**src/rtl/nora_i2c_pkg.sv**
```systemverilog
// Shared definitions for the I2C-to-register bridge.
// Latency: n/a (types and constants only).
// Backpressure: n/a.
package nora_i2c_pkg;

  typedef enum logic [1:0] {
    ST_IDLE    = 2'd0,
    ST_WR_REQ  = 2'd1,
    ST_RD_REQ  = 2'd2,
    ST_RD_DONE = 2'd3
  } state_t;

  localparam int          TIMER_W          = 6;
  localparam logic [5:0]  ACK_TIMEOUT_DEF  = 6'd48;   // 1 us at 48 MHz
  localparam logic [7:0]  TIMEOUT_DATA_DEF = 8'hFF;

endpackage

```
**src/rtl/i2c_reg_bridge.sv**
```systemverilog
// Purpose: turns the I2C slave device interface into register-bus accesses using a pointer protocol.
// Latency: write request 1 cycle after rxbyte_v_i; read data = bus ack latency + 1 cycle after request.
// Backpressure: none towards the slave; bytes arriving while a bus access is open are dropped with err_o.
//
// Ports:
//   clk6x, resetn                 : 48 MHz clock, async active-low reset
//   devsel_i, rw_bit_i            : slave addressed / transfer direction (1 = master reads)
//   rxbyte_i, rxbyte_v_i          : received byte and its 1T strobe
//   txbyte_o, txbyte_deq_i        : prefetched transmit byte and slave consume strobe
//   tx_nacked_i                   : master NACKed the last transmitted byte
//   reg_addr_o, reg_wdata_o       : register bus address / write data
//   reg_wr_o, reg_rd_o            : request levels, held until reg_ack_i or timeout
//   reg_rdata_i, reg_ack_i        : read data and 1T completion
//   err_o                         : 1T pulse on overrun, underrun or bus timeout
module i2c_reg_bridge
  import nora_i2c_pkg::*;
#(
  parameter int         ADDR_W       = 8,
  parameter logic [5:0] ACK_TIMEOUT  = ACK_TIMEOUT_DEF,
  parameter logic [7:0] TIMEOUT_DATA = TIMEOUT_DATA_DEF
) (
  input  logic              clk6x,
  input  logic              resetn,
  input  logic              devsel_i,
  input  logic              rw_bit_i,
  input  logic [7:0]        rxbyte_i,
  input  logic              rxbyte_v_i,
  output logic [7:0]        txbyte_o,
  input  logic              txbyte_deq_i,
  input  logic              tx_nacked_i,
  output logic [ADDR_W-1:0] reg_addr_o,
  output logic [7:0]        reg_wdata_o,
  output logic              reg_wr_o,
  output logic              reg_rd_o,
  input  logic [7:0]        reg_rdata_i,
  input  logic              reg_ack_i,
  output logic              err_o
);

  state_t              r_state;
  state_t              w_state_nxt;
  logic [ADDR_W-1:0]   r_ptr;
  logic                r_ptr_phase;
  logic [7:0]          r_txbuf;
  logic                r_txvalid;
  logic                r_pf_pend;
  logic                r_nack;
  logic                r_devsel_q;
  logic [TIMER_W-1:0]  r_timer;
  logic [ADDR_W-1:0]   r_addr;
  logic [7:0]          r_wdata;
  logic                r_wr;
  logic                r_rd;
  logic                r_err;

  logic w_dev_rise;
  logic w_idle;
  logic w_deq;
  logic w_ptr_load;
  logic w_overrun;
  logic w_collide;
  logic w_underrun;
  logic w_set_pf;
  logic w_tmo_hit;
  logic w_wr_start;
  logic w_rd_start;
  logic w_wr_end;
  logic w_wr_tmo;
  logic w_rd_ack;
  logic w_rd_tmo;

  assign w_dev_rise = devsel_i & ~r_devsel_q;
  assign w_idle     = (r_state == ST_IDLE);
  // A write byte wins over a simultaneous dequeue; the dequeue is ignored.
  assign w_deq      = txbyte_deq_i & ~rxbyte_v_i;
  assign w_ptr_load = rxbyte_v_i & w_idle & r_ptr_phase;
  assign w_overrun  = rxbyte_v_i & ~w_idle;
  assign w_collide  = rxbyte_v_i & txbyte_deq_i;
  assign w_underrun = w_deq & ~r_txvalid;
  // After a NACK the master is done reading; stop speculating further.
  assign w_set_pf   = (w_dev_rise & rw_bit_i) | (w_deq & ~r_nack);
  // Expire on the cycle the counter would reach zero, so the request stays up ACK_TIMEOUT cycles.
  assign w_tmo_hit  = (r_timer <= TIMER_W'(1));

  // Next-state and access strobes.
  always_comb begin
    w_state_nxt = r_state;
    w_wr_start  = 1'b0;
    w_rd_start  = 1'b0;
    w_wr_end    = 1'b0;
    w_wr_tmo    = 1'b0;
    w_rd_ack    = 1'b0;
    w_rd_tmo    = 1'b0;
    case (r_state)
      ST_IDLE: begin
        if (rxbyte_v_i && !r_ptr_phase) begin
          w_wr_start  = 1'b1;
          w_state_nxt = ST_WR_REQ;
        end else if (r_pf_pend && !rxbyte_v_i) begin
          w_rd_start  = 1'b1;
          w_state_nxt = ST_RD_REQ;
        end
      end
      ST_WR_REQ: begin
        if (reg_ack_i) begin
          w_wr_end    = 1'b1;
          w_state_nxt = ST_IDLE;
        end else if (w_tmo_hit) begin
          w_wr_end    = 1'b1;
          w_wr_tmo    = 1'b1;
          w_state_nxt = ST_IDLE;
        end
      end
      ST_RD_REQ: begin
        if (reg_ack_i) begin
          w_rd_ack    = 1'b1;
          w_state_nxt = ST_RD_DONE;
        end else if (w_tmo_hit) begin
          w_rd_tmo    = 1'b1;
          w_state_nxt = ST_RD_DONE;
        end
      end
      ST_RD_DONE: w_state_nxt = ST_IDLE;
      default:    w_state_nxt = ST_IDLE;
    endcase
  end

  always_ff @(posedge clk6x or negedge resetn) begin
    if (!resetn) r_state <= ST_IDLE;
    else         r_state <= w_state_nxt;
  end

  always_ff @(posedge clk6x or negedge resetn) begin
    if (!resetn) begin
      r_ptr       <= '0;
      r_ptr_phase <= 1'b1;
      r_txbuf     <= 8'h00;
      r_txvalid   <= 1'b0;
      r_pf_pend   <= 1'b0;
      r_nack      <= 1'b0;
      r_devsel_q  <= 1'b0;
      r_timer     <= '0;
      r_addr      <= '0;
      r_wdata     <= 8'h00;
      r_wr        <= 1'b0;
      r_rd        <= 1'b0;
      r_err       <= 1'b0;
    end else begin
      r_devsel_q <= devsel_i;
      r_err      <= w_overrun | w_collide | w_underrun | w_wr_tmo | w_rd_tmo;

      if (w_ptr_load)           r_ptr_phase <= 1'b0;
      else if (w_dev_rise)      r_ptr_phase <= 1'b1;

      if (w_ptr_load)               r_ptr <= ADDR_W'(rxbyte_i);
      else if (w_wr_end || w_deq)   r_ptr <= r_ptr + ADDR_W'(1);

      if (tx_nacked_i)          r_nack <= 1'b1;
      else if (w_dev_rise)      r_nack <= 1'b0;

      // Single pending slot: a request raised while another is being issued queues behind it.
      if (tx_nacked_i)          r_pf_pend <= 1'b0;
      else if (w_set_pf)        r_pf_pend <= 1'b1;
      else if (w_rd_start)      r_pf_pend <= 1'b0;

      if (w_wr_start || w_rd_start) begin
        r_timer <= ACK_TIMEOUT;
        r_addr  <= r_ptr;
      end else if ((r_state == ST_WR_REQ || r_state == ST_RD_REQ) && r_timer != '0) begin
        r_timer <= r_timer - TIMER_W'(1);
      end

      if (w_wr_start) begin
        r_wdata <= rxbyte_i;
        r_wr    <= 1'b1;
      end else if (w_wr_end) begin
        r_wr    <= 1'b0;
      end

      if (w_rd_start)                r_rd <= 1'b1;
      else if (w_rd_ack || w_rd_tmo) r_rd <= 1'b0;

      if (w_rd_ack)      r_txbuf <= reg_rdata_i;
      else if (w_rd_tmo) r_txbuf <= TIMEOUT_DATA;

      if (w_rd_start)                   r_txvalid <= 1'b0;
      else if (r_state == ST_RD_DONE)   r_txvalid <= 1'b1;
    end
  end

  assign txbyte_o    = r_txbuf;
  assign reg_addr_o  = r_addr;
  assign reg_wdata_o = r_wdata;
  assign reg_wr_o    = r_wr;
  assign reg_rd_o    = r_rd;
  assign err_o       = r_err;

endmodule

```
**config.mk**
```make
export PLATFORM = sky130hd
export DESIGN_NAME = i2c_reg_bridge
export DESIGN_NICKNAME = d
export VERILOG_FILES = /design/src/rtl/nora_i2c_pkg.sv /design/src/rtl/i2c_reg_bridge.sv
export SDC_FILE = /design/constraint.sdc
export NUM_CORES = 1
export LEC_CHECK = 0
export CORE_ASPECT_RATIO = 0.9
export CORE_MARGIN = 5
export CORE_UTILIZATION = 31
export DETAILED_ROUTE_END_ITERATION = 8
export GPL_TIMING_DRIVEN = 0
export PLACE_DENSITY = 0.56
export SLEW_MARGIN = 20
export SYNTH_ARGS = -nofsm -noshare
export SYNTH_HDL_FRONTEND = slang
export SYNTH_SLANG_ARGS = --single-unit
```
**constraint.sdc**
```tcl
create_clock -name clk6x -period 5.1 [get_ports clk6x]
set_input_delay 1.02 -clock clk6x [delete_from_list [all_inputs] [get_ports clk6x]]
set_output_delay 1.02 -clock clk6x [all_outputs]
set_load 0.1 [all_outputs]
```
==> flow_summary.toml, run 1 <==
[yosys]
yosysMostFrequentCell = "dfrtp_1"
synth_top_area_share_pct = 53.1
synth-seq-area-share_pct = 54.3
synth_ff_type = "dfrtp_1"
synth_edf_count = 0
synthArstFlopShare_pct = 100
syn_nets = 219
synth_top_area_cell = "dfrtp_1"
synth_common_cells = "dfrtp_1 (47), mux2_2 (16), nor2_1 (15)"
synth_area_per_cell_um2 = 11.8
yosys.cell_types.count = 42
synth.area.top_cells = "dfrtp_1 (53%), mux2_2 (8.1%), ha_1 (4.0%), o22a_2 (3.6%), nor2_1 (2.5%)"
yosysWarnings = 0
synth-seq-cells = 48
synthCells = 188
syn_area_um2 = 2210

[timing]
clock_skew_ps = 11.2
setup_tns_ps = 0
period_needed_ps = 2820
slew_violations = 0
rsz0062_at_grt = "no"
hold_viol = 0
fin_crit_sh_pct = 55.3
maxClockFrequency_mhz = 355
slew_headroom_pct = 34.0
worst_pin_slew_ps = 986
finalSetupViolCount = 0

[setup_path]
path_max_fanout = 2
setup.worst_path.class = "register to primary output"
crit_buf_inv = 1
cpPeakStageDelay_ps = 1140
critical_path_arrival_ps = 1800
end_kind = "primary output"
rrSetupSlack_ps = 3010
crit_slowest_cell = "clkdlybuf4s50_1"
startpoint_type = "register"
path_delay_family = "buffers and inverters"
crit_required_ps = 4080
path_cells = "clkdlybuf4s50_1"

[clock_network]
clk_transition_reported_paths_ps = 90
cts_resized = 0
holdBufCountCts = 0
cts_tree = "done"
cts_setup_buffers = 0
cts_sinks = 48
cts_buffers = 5
cts-root-buf = "clkbuf_8"
clockBufferDepth = 2
clk_latency_ps = 300
cts_htree_levels = 2

[job]
cap_violations = 0

[layout]
fin_cells = 340
n_fill_cell = 700
final_nets = 277
diodes = 0
drive_gt1_share_pct = 16.6
area_delta_synth_final_pct = 32.8

[grt]
grt_pass1_vias = 1641
antenna_found_initial = 0
grt_max_degree = 32
grtUsageTotal_pct = 10.9
grt_pass1_wl_mm = 7.93
grt_overflow = 0

[floorplanning]
io_pins = 51
dieArea_um2 = 8930
core_area_um2 = 7000
start_util_pct = 31.6
die_w_um = 99.1
die_h_um = 90.2
fp-row-count = 29

[detailed_routing]
routed_wl_mm = 4.69
ant_nets = 0
firstDrtPassIters = 4
vias = 1627
drcViolationCount = 0
routedWlPerCell_um = 13.8
drt_first_iter_violations = 45
post_drt_via_cell_ratio = 4.79

[min_path]
hp-class = "register to register"

[place]
hpwl_mm = 3.59
io_buffers = 50
dp_cells = 332
gp_congestion = 0.746

[run_status]
status = "complete, no violations"
==> layout by cell type (no fill, tap or decap), types with 5 or more instances in the layout <==
| cell | Yosys | routed |
|---|---|---|
| a31oi_1 | 5 | 5 |
| clkbuf_8 | 0 | 6 |
| clkdlybuf4s50_1 | 0 | 49 |
| dfrtp_1 | 47 | 47 |
| ha_1 | 7 | 7 |
| inv_1 | 10 | 10 |
| mux2_2 | 16 | 16 |
| nand2_1 | 6 | 6 |
| nand3_1 | 7 | 7 |
| nor2_1 | 15 | 15 |
| o21ai_0 | 7 | 7 |
| o22a_2 | 8 | 8 |
| or3_1 | 5 | 5 |
==> worst paths after layout <==
kind,startpoint,endpoint,depth (start not counted)
max in group asynchronous,resetn,reg_wr_o,2
worst max-delay path,reg_wdata_o[2],reg_wdata_o[2],1
min in group asynchronous,resetn,reg_wdata_o[1],1
worst max register to register,r_timer[0],r_ptr[1],8
worst min register to register,reg_wr_o,reg_wr_o,1
worst min-delay path,reg_wr_o,reg_wr_o,1
==> sequential cells by signal, summed over array words and instances (netlist names), 2 cells and up <==
signal	flops
r_ptr	8
r_state	2
reg_addr_o	8
reg_wdata_o	8
txbyte_o	8
r_timer	6
==> routing by layer <==
layer  up-vias  share of wire [%]  track usage [%]
met2        38                 45             17.3
li1        797                  -                -
met3         2                4.9             2.55
met1       790                 49             14.9
met5         -                  0                0
met4         0               0.77             3.07
==> through the flow <==
stage	hold slack, ps	util (%)	setup WS (ps)	area (um2)
5_1_grt	512	42.0	2220	2940
3_3_place_gp	472	40.4	1580	2830
6_report	491	42.0	2280	2940
2_1_floorplan	472	-	3140	2210
4_1_cts	498	42.0	2270	2940
3_5_place_dp	477	40.6	2300	2850
==> logic make-up after synthesis <==
| group | count (synthesis) | synth area share (%) |
|---|---|---|
| adders and majority gates | 7 | 3.96 |
| xor gates and xnor gates | 4 | 1.58 |
| and+or+nand+nor | 52 | 12.8 |
| AOI/OAI and AO/OA | 42 | 14.2 |
| buffers and inverters | 15 | 3.22 |
| DFF | 48 | 54.3 |
| muxes | 20 | 9.95 |
==> cell type report <==
class	count	area, um2	share of cell area [%]
Sequential cell	48	1200	40.9
Multi-Input combinational cell	125	940	32.0
Timing Repair Buffer	51	515	17.5
Tap cell	93	116	3.96
Clock buffer	7	86.3	2.94
Inverter	10	37.5	1.28
Buffer	5	33.8	1.15
Clock inverter	1	7.51	0.255
Power of run 1 is not shown: default switching activity piles up to over one toggle a cycle in this logic, so the estimate is an artifact.
==> run 2: changes to the inputs <==
- PLACE_DENSITY: 0.56 -> 0.58
- clock period: 5.1 -> 2.3 ns (I/O delays scaled with it)
==> run 2 against run 1 <==
Worst hold slack got worse by 320 ps. Sequential share of layout area decreased by 0.28 points. Register-to-register slack worse by 2800 ps. Routed wire length up 0.68%. Setup slack lost 2200 ps. Via count fell by 2.0%. Clock skew shrank 4.6 ps. Final cell count down 0.29%. Non-clock buffer count fell by 1. Critical path type unchanged.
==> flow_summary.toml, run 2 (same netlist as run 1, synthesis figures left out) <==
[clock_network]
cts_sinks = 48
cts_resized = 0
clk_latency_ps = 290
cts_htree_levels = 2
holdBufCountCts = 0
cts-root-buf = "clkbuf_8"
clockBufferDepth = 2
cts_tree = "done"
cts_buffers = 5
cts_setup_buffers = 0
clk_transition_reported_paths_ps = 90

[grt]
antenna_found_initial = 0
grt_overflow = 0
grtUsageTotal_pct = 10.8
grt_pass1_wl_mm = 7.97
grt_pass1_vias = 1667
grt_max_degree = 49

[layout]
diodes = 0
n_fill_cell = 672
final_nets = 276
area_delta_synth_final_pct = 33.7
mostFrequentLayoutCells = "dfrtp_1 (47), clkdlybuf4s50_1 (47), mux2_2 (16)"
drive_gt1_share_pct = 16.7

[place]
io_buffers = 50
dp_slack_ps = 34.9
hpwl_mm = 3.42
gp_congestion = 0.755

[job]
cap_violations = 0

[floorplanning]
io_pins = 51
fp-row-count = 29
start_util_pct = 31.6
core_area_um2 = 7000
dieArea_um2 = 8930
die_w_um = 99.1
die_h_um = 90.2

[timing]
hold_viol = 0
worst_pin_slew_ps = 987
finalSetupViolCount = 0
maxClockFrequency_mhz = 442
fin_crit_sh_pct = 98.4
slew_violations = 0
slew_headroom_pct = 34.1
setup_tns_ps = 0
clock_skew_ps = 6.66
period_needed_ps = 2260
rsz0062_at_grt = "no"
setup_slack_ps = 37.4

[detailed_routing]
ant_nets = 0
drcViolationCount = 0
drt_first_iter_violations = 88
vias = 1595
post_drt_via_cell_ratio = 4.71
firstDrtPassIters = 4
routedWlPerCell_um = 13.9
routed_wl_mm = 4.72

[setup_path]
path_depth = 1
timing.rr.start = "r_timer[0]"
startpoint_type = "register"
path_cells = "clkdlybuf4s50_1"
crit_required_ps = 1840
end_kind = "primary output"
path_max_fanout = 2
crit_buf_inv = 1
rrSetupSlack_ps = 190
cpPeakStageDelay_ps = 1140
r2r_end = "r_ptr[1]"
critical_path_arrival_ps = 1800
path_delay_family = "buffers and inverters"
crit_slowest_cell = "clkdlybuf4s50_1"
startpoint = "reg_addr_o[1]"
reg2reg_depth = 8
setup.worst_path.class = "register to primary output"

[min_path]
hp-class = "input pin to asynchronous set/reset pin"

[run_status]
status = "complete, no violations"
## run 2: how the worst max path moves through the flow
| stage | endpoint |
|---|---|
| finish | reg_addr_o[1] |
| floorplan | r_ptr[1] |
| CTS | reg_rd_o |
| global placement | reg_wdata_o[1] |
| global route | reg_wdata_o[7] |
| detailed placement | reg_wdata_o[3] |
## run 2: per-stage QoR
stage | hold slack (ps) | std cells | instance area (um2) | util [%]
5_1_grt | 217 | 339 | 2960 | 42.3
6_report | 175 | 339 | 2960 | 42.3
3_3_place_gp | 470 | 331 | 2830 | 40.4
3_5_place_dp | 477 | 331 | 2830 | 40.4
2_1_floorplan | 164 | 188 | 2210 | -
4_1_cts | 193 | 339 | 2950 | 42.2
## run 2: area by class of cell
cell class              count  area, um2  share of cell area [%]
well taps                  93        116                    3.93
flip-flops and latches     48       1200                    40.6
multi-input cells         125        940                    31.8
repair buffers             50        503                    17.0
clock inverters             1       30.0                    1.01
inverters                  10       37.5                    1.27
plain buffers               5       33.8                    1.14
clock buffers               7       96.3                    3.26
## run 2: metal layers
metal  wire (um)  GRT usage, %  vias up
li1            -             -      795
met1        2370          15.3      748
met2        1950          16.1       48
met3         362          3.56        4
met4          31          2.39        0
met5           0             0        -
Power of run 2 is left out for the same reason.
==> run 3: changes to the inputs <==
- CORE_MARGIN: 5 -> 2
- DONT_BUFFER_PORTS: default -> 1
- PLACE_DENSITY: 0.58 -> 0.47
- clock period: 2.3 -> 2.1 ns (I/O delays scaled with it)
==> run 3 against run 2 <==
Worst hold slack lost 23 ps. First-iteration DRC count decreased by 34%. Critical path depth is 6 higher. Final cell count fell by 14%. Core utilization down 6.5 points. Flip-flop and latch count unchanged. Non-clock buffer count is 47 lower.
==> flow_summary.toml, run 3 (same netlist as run 1, synthesis figures left out) <==
[place]
hpwl_mm = 3.37
gp_congestion = 0.781
dp_cells = 281
io_buffers = 0
dp_slack_ps = -10.3

[clock_network]
clockBufferDepth = 2
cts_sinks = 48
cts_htree_levels = 2
cts_tree = "done"
clk_transition_reported_paths_ps = 90
clk_latency_ps = 300
cts-root-buf = "clkbuf_8"
cts_buffers = 5

[grt]
grt_pass1_wl_mm = 7.65
antenna_found_initial = 0
grt_max_degree = 49
grtUsageTotal_pct = 12.7
grt_overflow = 0
grt_pass1_vias = 1520

[setup_path]
cpPeakStageDelay_ps = 420
timing.rr.start = "r_timer[0]"
end_kind = "register"
path_max_fanout = 10
crit_slowest_cell = "dfrtp_2"
critical_path_arrival_ps = 2030
crit_required_ps = 2270
reg2reg_depth = 7
startpoint = "r_timer[0]"
setup.worst_path.class = "register to register"
rrSetupSlack_ps = 230
critPathCapture = "r_ptr[0]"
r2r_end = "r_ptr[0]"
startpoint_type = "register"
path_cells = "inv_1 > ha_1 > o21a_1 > a221oi_4 > buf_6 > xor2_1 > a21oi_1"

[layout]
final_nets = 229
area_delta_synth_final_pct = 12.5
fin_cells = 290
final_common_cell = "dfrtp_1"
drive_gt1_share_pct = 21.8
diodes = 0
mostFrequentLayoutCells = "dfrtp_1 (46), mux2_2 (16), nor2_1 (15)"

[detailed_routing]
ant_nets = 0
drcViolationCount = 0
routed_wl_mm = 4.67
routedWlPerCell_um = 16.1
post_drt_via_cell_ratio = 5.05
firstDrtPassIters = 4
drt_first_iter_violations = 58
vias = 1464

[timing]
period_needed_ps = 1870
finalSetupViolCount = 0
clock_skew_ps = 8.78
worst_pin_slew_ps = 910
slew_violations = 0
fin_crit_sh_pct = 88.9
slew_headroom_pct = 39.3
hold_viol = 0
maxClockFrequency_mhz = 536
rsz0062_at_grt = "no"
setup_slack_ps = 234
holdWs_ps = 152
setup_tns_ps = 0

[run_status]
status = "complete, no violations"

[floorplanning]
core_area_um2 = 6970
dieArea_um2 = 7830
start_util_pct = 31.8
io_pins = 51
die_w_um = 93.1
fp-row-count = 29
die_h_um = 84.2

[job]
cap_violations = 0

[min_path]
hp-class = "input pin to register"
==> run 3: cell types whose count changed in the layout (fill, tap and decap cells not counted), moves of 2 or more <==
cell             previous run  this run
clkdlybuf4s50_1            47         0
clkbuf_1                    3         1
dlymetal6s2s_1              2         0
clkbuf_8                    7         5
==> run 3: worst min-delay path by stage <==
stage / start / slack, ps / to / depth (start not counted)
CTS: devsel_i / 140 / r_devsel_q / 0
detailed placement: resetn / 130 / reg_addr_o[0] / 0
global route: devsel_i / 130 / r_devsel_q / 0
global placement: resetn / 130 / reg_addr_o[0] / 0
finish: devsel_i / 150 / r_devsel_q / 0
floorplan: resetn / 120 / err_o / 0
==> run 3: area by class of cell <==
cell class	count	area, um2
Buffer	4	31.3
Fill cell	712	4480
Tap cell	93	116
Clock inverter	1	30.0
Clock buffer	5	68.8
Sequential cell	48	1200
Multi-Input combinational cell	125	951
Inverter	10	37.5
Timing Repair Buffer	4	52.6
==> run 3: per-layer routing <==
metal  global-route usage (%)  part of all wire (%)
met1                     18.0                    50
met2                     18.1                    43
met3                     3.41                   5.6
met4                     5.75                   1.9
met5                        0                     0
==> run 3: what timing repair did <==
action | 4_1_cts | 5_1_grt
resized for setup | 1 | 3
pin swaps | 0 | 1
setup endpoints to repair | 2 | 9
hold endpoints to repair | 48 | 0
hold buffers | 2 | 0
buffers inserted | 0 | 2
==> run 3: critical path, delay by kind of cell (launching register included) <==
family / cells / cell delay [ps]
fa+ha+maj: 1 / 290
buf+inv: 2 / 250
flops: 1 / 420
compound gates: 3 / 630
xor+xnor: 1 / 150
==> run 3: metrics by stage <==
stage,utilization (%),instance area [um2]
finish,35.8,2490
global route,35.8,2490
CTS,35.6,2480
detailed placement,33.4,2330
global placement,33.4,2330
floorplan,-,2210
Power of run 3 is left out for the same reason.
